**config.mk**
```make
export PLATFORM = sky130hd
export DESIGN_NAME = mem_port_arbiter
export DESIGN_NICKNAME = d
export VERILOG_FILES = /design/src/rtl/mem_port_arbiter.sv
export SDC_FILE = /design/constraint.sdc
export NUM_CORES = 1
export LEC_CHECK = 0
export ABC_AREA = 0
export BUFFER_PORTS_ARGS = -buffer_cell sky130_fd_sc_hd__buf_4
export CORE_AREA = 2 2 98 100
export DETAILED_ROUTE_END_ITERATION = 8
export DIE_AREA = 0 0 100 102
export PLACE_DENSITY_LB_ADDON = 0.05
export SLEW_MARGIN = 20
export SYNTH_ARGS = -nofsm -noshare
export SYNTH_HDL_FRONTEND = slang
export SYNTH_SLANG_ARGS = --single-unit
```
**constraint.sdc**
```tcl
create_clock -name clk -period 1.65 [get_ports clk]
set_input_delay 0.165 -clock clk [delete_from_list [all_inputs] [get_ports clk]]
set_output_delay 0.165 -clock clk [all_outputs]
set_load 0.02 [all_outputs]
```
**src/rtl/mem_port_arbiter.sv**
```systemverilog
// Shares one single-port synchronous memory between instruction fetch and load/store.
// Data side wins conflicts unless fetch has been denied STARVE_MAX cycles in a row.
module mem_port_arbiter #(
  parameter int ADDR_W     = 10,
  parameter int STARVE_MAX = 3
) (
  input  logic              clk,
  input  logic              rst,
  input  logic              if_req,
  input  logic [31:0]       if_addr,
  output logic              if_stall,
  output logic              if_valid,
  output logic [31:0]       if_rdata,
  input  logic              dm_req,
  input  logic              dm_we,
  input  logic [3:0]        dm_be,
  input  logic [31:0]       dm_addr,
  input  logic [31:0]       dm_wdata,
  output logic              dm_stall,
  output logic              dm_valid,
  output logic [31:0]       dm_rdata,
  output logic              mem_en,
  output logic              mem_we,
  output logic [3:0]        mem_be,
  output logic [ADDR_W-1:0] mem_addr,
  output logic [31:0]       mem_wdata,
  input  logic [31:0]       mem_rdata
);

  localparam int CNT_W = (STARVE_MAX < 1) ? 1 : $clog2(STARVE_MAX + 1);
  localparam logic [CNT_W-1:0] CNT_MAX = CNT_W'(STARVE_MAX);

  typedef enum logic [1:0] {IDLE, RET_IF, RET_DM} state_t;

  state_t           state;
  state_t           state_nxt;
  logic [CNT_W-1:0] starve_cnt;
  logic             ret_store;
  logic             if_gnt;
  logic             dm_gnt;

  // Byte-offset and out-of-range address bits are intentionally ignored.
  logic unused_addr_bits;
  assign unused_addr_bits = ^{if_addr[31:ADDR_W+2], if_addr[1:0],
                              dm_addr[31:ADDR_W+2], dm_addr[1:0]};

  always_comb begin
    if_gnt = 1'b0;
    dm_gnt = 1'b0;
    if (!rst) begin
      if (if_req && dm_req) begin
        if (starve_cnt == CNT_MAX) if_gnt = 1'b1;
        else                       dm_gnt = 1'b1;
      end else begin
        if_gnt = if_req;
        dm_gnt = dm_req;
      end
    end
  end

  assign if_stall = if_req & ~if_gnt;
  assign dm_stall = dm_req & ~dm_gnt;

  always_comb begin
    mem_en    = if_gnt | dm_gnt;
    mem_we    = 1'b0;
    mem_be    = 4'h0;
    mem_addr  = '0;
    mem_wdata = 32'h0;
    if (if_gnt) begin
      mem_be   = 4'hF;
      mem_addr = if_addr[ADDR_W+1:2];
    end else if (dm_gnt) begin
      mem_we    = dm_we;
      mem_be    = dm_be;
      mem_addr  = dm_addr[ADDR_W+1:2];
      mem_wdata = dm_we ? dm_wdata : 32'h0;
    end
  end

  always_ff @(posedge clk) begin
    if (rst) begin
      state      <= IDLE;
      starve_cnt <= '0;
      ret_store  <= 1'b0;
    end else begin
      state     <= state_nxt;
      ret_store <= dm_gnt & dm_we;
      if (if_gnt || !if_req)
        starve_cnt <= '0;
      else if (starve_cnt != CNT_MAX)
        starve_cnt <= starve_cnt + CNT_W'(1);
    end
  end

  // Return outputs are masked by rst so a reset arriving mid-access drops the pulse.
  always_comb begin
    state_nxt = IDLE;
    if_valid  = 1'b0;
    if_rdata  = 32'h0;
    dm_valid  = 1'b0;
    dm_rdata  = 32'h0;
    if (if_gnt)      state_nxt = RET_IF;
    else if (dm_gnt) state_nxt = RET_DM;
    case (state)
      RET_IF: begin
        if (!rst) begin
          if_valid = 1'b1;
          if_rdata = mem_rdata;
        end
      end
      RET_DM: begin
        if (!rst) begin
          dm_valid = 1'b1;
          dm_rdata = ret_store ? 32'h0 : mem_rdata;
        end
      end
      default: ;
    endcase
  end

endmodule

```
==> results.md <==
- Detail Placement HPWL: 4940 µm
- Fin. Hold Viols: 0
- Reg-to-reg critical path startpoint: starve_cnt[1]
- Max-cap viol count: 0
- Pin count of the biggest net entering global routing: 34
- CTS tree: built
- Ys flop type: dfxtp_1
- Core Util, Final: 0.357
- Synth Warn #: 0
- Initial DRC count: 23
- Worst slew pin tran: 0.328 ns
- H-tree depth: 1
- Register Area: 109 µm²
- CP arrival: 1.53 ns
- Maximum clock rate: 592 MHz
- Hold-critical path depth: 3
- Mapped Avg Cell Area: 7.28 µm²
- # setup viols final: 41
- Sink Count: 5
- Initial antenna violation count: 0
- Die X: 100 µm
- Crit-path slowest cell: dfxtp_4
- Clock root cell: clkbuf_8
- R2r endpoint: state[1]
- Multi-input logic area: 1070 µm²
- Die height: 102 µm
- Skew-Pair Late Insertion Delay: 0.22 ns
- Layout cell share with drive strength beyond 1: 0.740
- Period utilization: 1.02
- Nets: 502
- Total number of vias: 1854
- Grt total ovfl: 0
- Final WS setup: -0.0401 ns
- Routed Wire Length: 6290 µm
- Final setup TNS: -0.939 ns
- Fin crit period: 1.69 ns
- Number of diodes: 0
- Post-route ant nets: 0
- Critical Path End Type: output port
- Crit-path cells: ha_4 -> o21ai_4 -> and2_4 -> buf_6 -> a22o_1 -> buf_6
- Mapped cell area: 1060 µm²
- Post-synthesis cell count: 146
- LEAKAGE: 1.72 nW
- Buffers on Ports: 208
- Relative slew margins: 0.780
- Power Dens Cells: 293 nW/µm²
- Most common cell on crit path: buf_6
- Setup Skew: 0.00131 ns
- Fillers: 959
- Max-slew violation count: 0
- Asr flop ratio synth: 0
- # rows: 35
- DRC: 0
- P&R area growth vs syn: 206%
- Final hold slack: 0.229 ns
- I/O Pins: 253
- Hold EP: ret_store
- Critical Path RT: 1.48 ns
- Status: complete, but fails checks
- Clock-pin transition on the worst setup and hold timing paths: 0.04 ns
- Die footprint: 10200 µm²
- TritonCTS Buffers: 3
- Tot GR Track Use: 0.111
- Peak VDD IR: 0.000151 V
- RSZ-0062 raised after global routing: true
- First-pass GRT wire length: 8980 µm
- Clock buffer depth: 2
- Largest stage delay, worst path: 0.35 ns
- Pre-antenna DRT Iters: 4
- Vias per cell: 3.92
- Final Wtd Congestion: 0.694
- Hold Crit Start: dm_we
- Worst Path Max Fanout: 6
- Crit path kind: flop to output port
- Syn_nets: 285
- Worst R2R Path Depth: 4
- Post-synth cell types: 21
- Vias in the first global route: 1768
- Starting Density: 0.117
- Number of enable flip-flop cells after synthesis: 0
- Post-synthesis register bit count: 5
- FF-to-FF setup slack: 0.54 ns
- Worst setup SP type: flop
- Failing checks: setup timing
- Wire per inst: 13.3 µm
- Sequential-to-total area share from yosys stat: 0.0942
- Type of the most critical hold path: input pin to flop
- Core box area: 9110 µm²
- Pre-CTS WS: -0.0160 ns
[how the worst max path moves through the flow]
stage | startpoint | end | cells past startpoint
finish | starve_cnt[1] | mem_addr[7] | 6
global route | starve_cnt[0] | mem_addr[7] | 6
CTS | starve_cnt[0] | mem_addr[7] | 6
detailed placement | starve_cnt[0] | mem_wdata[19] | 5
global placement | starve_cnt[0] | mem_wdata[19] | 5
floorplan | starve_cnt[0] | mem_wdata[10] | 5
[stage by stage]
stage | power (mW) | cells | instance area, µm²
2_1_floorplan | 0.337 | 146 | 1070
3_3_place_gp | 0.660 | 462 | 2810
3_5_place_dp | 0.660 | 462 | 2810
4_1_cts | 0.947 | 470 | 3160
5_1_grt | 1.01 | 473 | 3250
6_report | 0.954 | 473 | 3250
[synth_stat cells, types with 2 or more instances]
cell / n / area share
buf_4: 4 / 0.028
a21oi_1: 2 / 0.0094
clkbuf_1: 2 / 0.0071
nor3b_2: 2 / 0.024
a22o_1: 10 / 0.082
ha_1: 2 / 0.024
nor2b_2: 2 / 0.016
o21a_1: 4 / 0.028
buf_2: 5 / 0.024
nor2b_1: 2 / 0.012
dfxtp_1: 5 / 0.094
and2_1: 97 / 0.57
[power by group]
group          total, mW  internal, mW  switching [mW]
clock network      0.225         0.166          0.0591
registers          0.128         0.124         0.00389
logic              0.602         0.354           0.248
[logic make-up after synthesis]
logic type	synth area share
fa+ha+maj	0.0236
flops	0.0942
buf+inv	0.0589
simple gates	0.684
compound gates	0.139
[sequential cells by signal, indices dropped and copies added, names as in the netlist]
register and flops:
ret_store 1, starve_cnt 2, state 2
[routing by layer]
metal  global-route usage  up-vias  wire length, µm
met5                    0        -                0
met4               0.0295        0               66
met3               0.0445        6              831
met2                0.222      136             3400
met1                0.105      802             1990
li1                     -      910                -
[worst max-delay path: cells and delay by family, from the launching register on]
family,cells,cell delay (ns)
AOI/OAI and AO/OA,2,0.36
DFF,1,0.35
buffers and inverters,2,0.23
and+or+nand+nor,1,0.20
adders and majority gates,1,0.17
[layout make-up]
cell class / count / share of cell area
flip-flops and latches: 5 / 0.0334
well taps: 111 / 0.0427
repair buffers: 219 / 0.581
multi-input cells: 134 / 0.329
clock buffers: 4 / 0.0138
[timing repair]
| item | CTS | global route |
|---|---|---|
| hold buffers | 0 | 0 |
| setup buffers | 0 | 1 |
| resized for setup | 80 | 13 |
| gates cloned | 4 | 2 |
| pin swaps | 33 | 8 |
| endpoints found under the setup margin | 49 | 74 |
[cells in the final DEF (no fill, tap or decap), drive strengths merged, types with 2 or more instances in the layout]
cell	count
nor2b	4
a21oi	2
a22o	10
and3	5
clkbuf	6
and2	97
ha	2
nor3b	3
o21a	4
buf	217
dfxtp	5
Power figures use the tool's default switching activity.
